File: src/rtl/vc_pop_arbiter.sv
// VC0/VC1 pop arbiter with layer sequencing: strict VC0 priority bounded by a VC1
// anti-starvation limit, registered routing of each popped word to D0 or D1.
module vc_pop_arbiter #(
  parameter int DATA_WIDTH    = 6,
  parameter int DEST_BIT      = 4,
  parameter int UMBRAL_WIDTH  = 2,
  parameter int MAX_VC0_BURST = 4
) (
  input  logic                    clk,
  input  logic                    reset,
  input  logic                    init,
  input  logic [UMBRAL_WIDTH-1:0] umbral_af_in,
  input  logic                    error_in,
  input  logic                    empty_vc0,
  input  logic                    empty_vc1,
  input  logic [DATA_WIDTH-1:0]   data_vc0,
  input  logic [DATA_WIDTH-1:0]   data_vc1,
  input  logic                    pause_d0,
  input  logic                    pause_d1,
  output logic                    pop_vc0,
  output logic                    pop_vc1,
  output logic                    push_d0,
  output logic                    push_d1,
  output logic [DATA_WIDTH-1:0]   data_out,
  output logic [UMBRAL_WIDTH-1:0] umbral_af_out,
  output logic [2:0]              state,
  output logic                    idle_out,
  output logic                    error_out
);

  // state  | meaning
  // RESET  | first cycle after reset release
  // INIT   | threshold loaded every cycle while init=1
  // IDLE   | configured, both VCs empty
  // ACTIVE | arbitrating and popping
  // ERROR  | sticky fault, only reset exits
  localparam logic [2:0] S_RESET  = 3'd0;
  localparam logic [2:0] S_INIT   = 3'd1;
  localparam logic [2:0] S_IDLE   = 3'd2;
  localparam logic [2:0] S_ACTIVE = 3'd3;
  localparam logic [2:0] S_ERROR  = 3'd4;

  localparam int CNT_W = $clog2(MAX_VC0_BURST + 1);
  localparam logic [CNT_W-1:0] CNT_MAX = CNT_W'(MAX_VC0_BURST);

  logic [2:0]              state_q, state_d;
  logic [CNT_W-1:0]        cnt_q, cnt_d;
  logic                    push_d0_q, push_d1_q;
  logic                    push_d0_d, push_d1_d;
  logic [DATA_WIDTH-1:0]   data_q, data_d;
  logic [UMBRAL_WIDTH-1:0] umbral_q, umbral_d;

  logic active;
  logic dest0, dest1;
  logic elig0, elig1;
  logic grant0, grant1;

  assign active = (state_q == S_ACTIVE) && !reset;
  assign dest0  = data_vc0[DEST_BIT];
  assign dest1  = data_vc1[DEST_BIT];
  // Pause is looked up per word: each head word is checked against its own destination.
  assign elig0  = active && !empty_vc0 && !(dest0 ? pause_d1 : pause_d0);
  assign elig1  = active && !empty_vc1 && !(dest1 ? pause_d1 : pause_d0);
  assign grant1 = elig1 && (!elig0 || (cnt_q == CNT_MAX));
  assign grant0 = elig0 && !grant1;

  always_comb begin
    cnt_d = cnt_q;
    if (grant1 || !elig1) begin
      cnt_d = '0;
    end else if (grant0 && (cnt_q != CNT_MAX)) begin
      cnt_d = cnt_q + 1'b1;
    end
  end

  always_comb begin
    state_d = state_q;
    case (state_q)
      S_RESET:  state_d = S_INIT;
      S_INIT:   if (!init) state_d = S_IDLE;
      S_IDLE: begin
        if (error_in)                     state_d = S_ERROR;
        else if (init)                    state_d = S_INIT;
        else if (!empty_vc0 || !empty_vc1) state_d = S_ACTIVE;
      end
      S_ACTIVE: begin
        // Wait for the last in-flight push to drain before dropping to IDLE.
        if (error_in)
          state_d = S_ERROR;
        else if (empty_vc0 && empty_vc1 && !push_d0_q && !push_d1_q)
          state_d = S_IDLE;
      end
      S_ERROR:  state_d = S_ERROR;
      default:  state_d = S_RESET;
    endcase
  end

  always_comb begin
    push_d0_d = (grant0 && !dest0) || (grant1 && !dest1);
    push_d1_d = (grant0 && dest0) || (grant1 && dest1);
    data_d    = data_q;
    if (grant0)      data_d = data_vc0;
    else if (grant1) data_d = data_vc1;
    umbral_d = (state_q == S_INIT) ? umbral_af_in : umbral_q;
  end

  always_ff @(posedge clk or posedge reset) begin
    if (reset) begin
      state_q   <= S_RESET;
      cnt_q     <= '0;
      push_d0_q <= 1'b0;
      push_d1_q <= 1'b0;
      data_q    <= '0;
      umbral_q  <= '0;
    end else begin
      state_q   <= state_d;
      cnt_q     <= cnt_d;
      push_d0_q <= push_d0_d;
      push_d1_q <= push_d1_d;
      data_q    <= data_d;
      umbral_q  <= umbral_d;
    end
  end

  assign pop_vc0       = grant0;
  assign pop_vc1       = grant1;
  assign push_d0       = push_d0_q;
  assign push_d1       = push_d1_q;
  assign data_out      = data_q;
  assign umbral_af_out = umbral_q;
  assign state         = state_q;
  assign idle_out      = (state_q == S_IDLE);
  assign error_out     = (state_q == S_ERROR);

endmodule

File: config.mk
export PLATFORM = sky130hd
export DESIGN_NAME = vc_pop_arbiter
export DESIGN_NICKNAME = d
export VERILOG_FILES = /design/src/rtl/vc_pop_arbiter.sv
export SDC_FILE = /design/constraint.sdc
export NUM_CORES = 1
export LEC_CHECK = 0
export CAP_MARGIN = 5
export CORE_UTILIZATION = 36
export DETAILED_ROUTE_END_ITERATION = 10
export GPL_ROUTABILITY_DRIVEN = 0
export PLACE_DENSITY = 0.74
export REMOVE_ABC_BUFFERS = 1
export SKIP_CTS_REPAIR_TIMING = 1
export SLEW_MARGIN = 20
export SYNTH_ARGS = -nofsm -noshare
export SYNTH_HDL_FRONTEND = slang
export SYNTH_SLANG_ARGS = --single-unit
File: constraint.sdc
create_clock -name clk -period 1.55 [get_ports clk]
set_input_delay 0.31 -clock clk [delete_from_list [all_inputs] [get_ports clk]]
set_output_delay 0.31 -clock clk [all_outputs]
set_load 0.01 [all_outputs]
Word level (Yosys, flattened, before mapping):

Index checks and enable logic that the tools add are counted.

* register bits: 16
* input port bits: 22
* output and inout port bits: 17
* word-level logic and storage cells: 65

* add/sub/neg operators: 1
* equality and inequality tests: 9
* muxes and demuxes: 13
* reductions and logical operators: 36

Operator list (count)
* 2-to-1 mux 3 bit: 8
* logical AND 1 bit: 15
* one-hot mux 3 bit (5 select lines): 1
* zero test 1 bit: 12
* 2-to-1 mux 6 bit: 2
* equality test 3 x 2 -> 1 bit (second input constant): 2
* equality test 3 bit (second input constant): 2
* logical OR 1 bit: 5
* inequality test 4 x 3 -> 1 bit (second input constant): 1
* nonzero test 2 bit: 2
* adder 3 x 1 -> 3 bit (second input constant): 1
* equality test 3 x 1 -> 1 bit (second input constant): 1
* zero test 3 bit: 1
* inequality test 3 x 2 -> 1 bit (second input constant): 1
* inequality test 3 bit (second input constant): 1
* AND reduction 3 bit: 1
* 2-to-1 mux 1 bit: 2
* inequality test 2 bit (second input constant): 1

Depth between registers and ports, before layout:

* depth after elaboration: 12
* depth in mapped cells: 7
* depth with buffers taken out: 6

Worst setup path after synthesis:

OpenSTA, ideal clock, no wires.

* path kind: register -> register
* start point: reg state_q[1], in the netlist state[1]
* end point: reg data_q[0], in the netlist data_out[0]
* library setup time: 0.126 ns
* arrival time: 1.530 ns
* slack: -0.106 ns
* cell stages (with the launch flop): 7
* path buffers: 2
* cells stage by stage: dfrtp_1 and4bb_1 buf_6 nor3b_4 nor2b_4 buf_6 a221o_1

* word-level cells in the longest chain between the ends: 10
* elaborated cells between the ends (all ways): 13

RTL lines
* start, declared: line 46 `logic [2:0] state_q, state_d;`
* start signal, assigned: line 116 `state_q <= state_d;`
* equality test 3 x 2 -> 1 bit *: line 58 `assign active = (state_q == S_ACTIVE) && !reset;`
* logical AND 1 bit *: line 58
* logical AND 1 bit (2 in a row): line 62 `assign elig0 = active && !empty_vc0 && !(dest0 ? pause_d1 : pause_d0);`
* zero test 1 bit: line 64 `assign grant1 = elig1 && (!elig0 || (cnt_q == CNT_MAX));`
* logical OR 1 bit: line 64
* logical AND 1 bit: line 64
* zero test 1 bit: line 65 `assign grant0 = elig0 && !grant1;`
* logical AND 1 bit *: line 65
* via pop_vc0: line 20 `output logic pop_vc0,`
* 2-to-1 mux 6 bit or nonzero test 2 bit (tied branches)
* end signal, assigned: line 120 `data_q <= data_d;`
* end, declared: line 50 `logic [DATA_WIDTH-1:0] data_q, data_d;`

Mark *: on every way through the listed nets, which the timed path passes. The rest lies on a longest branch.
A chain may end at the register's enable or synchronous reset.

Worst setup path after layout:

* start point: reg state_q[2], in the netlist state[2]
* end point: out pop_vc0

* word-level cells in the longest chain between the ends: 9
* elaborated cells between the ends (all ways): 11

RTL lines (line)
* equality test 3 x 2 -> 1 bit *: 58
* logical AND 1 bit *: 58
* logical AND 1 bit (2 in a row): 62
* zero test 1 bit: 64
* logical OR 1 bit: 64
* logical AND 1 bit: 64
* zero test 1 bit: 65
* logical AND 1 bit *: 65
* end, declared: 20

Mark *: on every way between the ends. The rest lies on a longest branch, timed or not.

==> key figures <==
Route
  – Post-route ant nets: 0
  – DRC: 0
  – Iteration-0 DRC Markers: 13
  – First-pass DRT Iterations: 4
  – DR vias/cell: 5.08
  – Vias: 859
  – WL/cell: 14.6 um
  – Final wirelength: 2.47 mm

Finish
  – Fin util: 69.2%
  – Ant. Diodes: 0
  – Area Overhead vs Synth: 78.7%
  – Final instance area: 1550 um^2
  – Layout cells sized above 1: between 30% and 40%
  – Final std cells w/o fill: 169
  – Nets: 166

Timing
  – Slew at the pin with the worst max-slew slack: 0.324 ns
  – Final setup viols: 10
  – Worst Slack Setup Final: -0.296 ns
  – RSZ-0062 raised after global routing: true
  – Setup TNS: -1.14 ns
  – Fmax: 542 MHz
  – Tcrit/Tclk final: 119%
  – Slew headroom: 78.1%
  – Final Hold Fails: 0
  – Worst Skew: 0.00450 ns
  – Tmin final: 1.85 ns
  – Slew Limit Fails: 0

Floorplan
  – FP Rows: 17
  – Core box area: 2230 um^2
  – Die Width: 51.0 um
  – Die area: 2600 um^2
  – Die Y: 51.0 um
  – IO Count: 39
  – Initial core utilization: just under 40%

Yosys
  – Count of cell types in the netlist: 29
  – Synth warn: 0
  – Post-synthesis compound-gate area fraction: 20.1%
  – Largest family of logic cells by synthesized area: compound AO/OA/AOI/OAI gates
  – Gate Count Post-Synth: 77
  – Post-Synth Simple-Gate Area: between 10% and 20%
  – Synth Area in Adders: 2.89%
  – Multiplexer share of the synthesized area: approximately 5.2%
  – Synthesized area per cell: 11.2 um^2
  – Seq cells post-synth: 16
  – Sequential area share after synthesis: between 40% and 50%
  – Post-synthesis xor/xnor area fraction: under 10%
  – Synth Cell Area: 865 um^2

Power
  – Power density over the cells: 1220 nW/um^2
  – Lkg Pwr: 0.819 nW
  – VDD IR max: 0.000874 V
  – Tot Pwr: approximately 1.9 mW

CTS
  – Clock sinks: 16
  – Maximum clock path buffer count: 2
  – Max H-tree Level: 1
  – Clock latency on the worst-skew pair: 0.30 ns
  – CTS root buf: clkbuf_4
  – Reg clk slew, reported paths: 0.10 ns
  – CTS Buf Count: 3
  – CTS tree: built

GRT
  – Initial antenna violation count: 0
  – GRT overflow: 0
  – Gr usage total: 19.9%
  – Pin count of the biggest net entering global routing: 17
  – First-pass GRT wire length: 3.80 mm
  – Vias in the first global route: approximately 900

Run
  – Max-Cap Viols: 0

Worst setup path
  – Flop2flop setup slack: -0.13 ns
  – CP max FO: 3
  – Reg2reg end: data_out[4]
  – Worst EP arrival: 1.54 ns
  – Critical path class: reg2out
  – Worst reg2reg path depth: 7
  – Critical R2R Launch: state[2]
  – Startpoint types: register
  – Req. time, crit path: 1.24 ns
  – Worst Setup End Kind: primary output

Placement
  – Placed inst area: 1420 um^2
  – Buffers on Ports: 38
  – Placed insts: 162
  – Hpwl dp: 1.80 mm

Status
  – Run status: finished with violations
  – Failing checks: setup timing

Hold path
  – Hold crit path type: in2async
==> worst max path at each step <==
| stage | from | to | slack [ns] |
|---|---|---|---|
| 2_1_floorplan | state[2] | pop_vc0 | -0.11 |
| 3_3_place_gp | data_vc1[4] | pop_vc1 | -0.91 |
| 3_5_place_dp | data_vc1[4] | pop_vc1 | -0.90 |
| 4_1_cts | data_vc1[4] | pop_vc1 | -0.92 |
| 5_1_grt | state[2] | pop_vc0 | -0.38 |
| 6_report | state[2] | pop_vc0 | -0.30 |
==> power breakdown <==
group          switching [mW]  leakage, nW  total [mW]  internal [mW]
clock network           0.145       0.0210       0.288          0.143
logic                   0.408        0.592       0.968          0.560
registers              0.0704        0.206       0.626          0.556
total                   0.623        0.819        1.88           1.26
==> kinds of logic after synthesis <==
group / Yosys count
AND/OR/NAND/NOR: 23
AO/OA/AOI/OAI: 22
flip-flops: 16
buffers and inverters: 9
multiplexers: 4
adder cells (fa/ha/maj): 2
XOR/XNOR: 1
==> cells in the final DEF, fill, tap and decap left out, types with 2 or more instances in the layout <==
master,instances
clkdlybuf4s50_1,22
buf_4,22
dfrtp_1,16
dlymetal6s2s_1,12
nor2_1,6
a21boi_0,5
a221o_1,5
a21oi_1,4
inv_1,4
inv_2,3
nand2_1,3
clkbuf_4,3
buf_2,3
buf_6,3
nand2b_1,2
mux2_2,2
mux2_4,2
nand3b_1,2
nor3b_2,2
==> worst max-delay path, stage by stage, from the launching register on <==
cell and delay [ns]:
dfrtp_1 0.39, and4bb_2 0.34, nor3b_4 0.21, nor2b_4 0.19, buf_6 0.11
==> synthesized netlist by cell type (all sizes together) <==
library cell | count | share of area [%]
xnor2 | 1 | 1.0
and3b | 1 | 1.0
or2 | 1 | 0.72
nand2b | 2 | 1.4
nor3 | 1 | 1.9
buf | 2 | 2.6
a21oi | 4 | 2.3
a31oi | 1 | 0.72
or3 | 1 | 0.72
nor2 | 6 | 2.6
nor2b | 1 | 1.6
o21bai | 1 | 0.87
ha | 2 | 2.9
nand3b | 2 | 1.7
and4bb | 1 | 1.4
a41oi | 1 | 1.0
a21boi | 5 | 4.3
dfrtp | 16 | 46
a221o | 5 | 5.8
o22ai | 1 | 0.72
inv | 7 | 3.0
nor3b | 3 | 3.9
o41ai | 2 | 2.0
nand2 | 4 | 1.7
a211oi | 2 | 2.3
mux2 | 4 | 5.2
==> final cells by class <==
type,count,area (um^2)
fillers,175,688
repair buffers,62,584
multi-input cells,52,463
flip-flops and latches,16,400
clock buffers,4,36.3
well taps,28,35.0
inverters,7,26.3
==> registers in the layout, indices dropped and copies added (netlist names) <==
name and cells:
data_out 6, cnt_q 3, umbral_af_out 2, state 3, push_d1 1, push_d0 1
==> routing by layer <==
metal / vias up / share of wire [%] / routed length, um / GRT usage, %
li1: 412 / - / - / -
met1: 416 / 38 / 949 / 20.3
met2: 27 / 57 / 1400 / 37.5
met3: 4 / 3.6 / 88 / 3.57
met4: 0 / 1.4 / 34 / 11.1
met5: - / 0 / 0 / 0
==> per-stage QoR <==
step | hold WS [ns] | setup WS [ns]
floorplan | 0.224 | -0.106
global placement | 0.493 | -0.905
detailed placement | 0.517 | -0.902
CTS | 0.349 | -0.922
global route | 0.0643 | -0.378
finish | 0.0472 | -0.296
No activity file was read; power rests on OpenSTA's default activity.
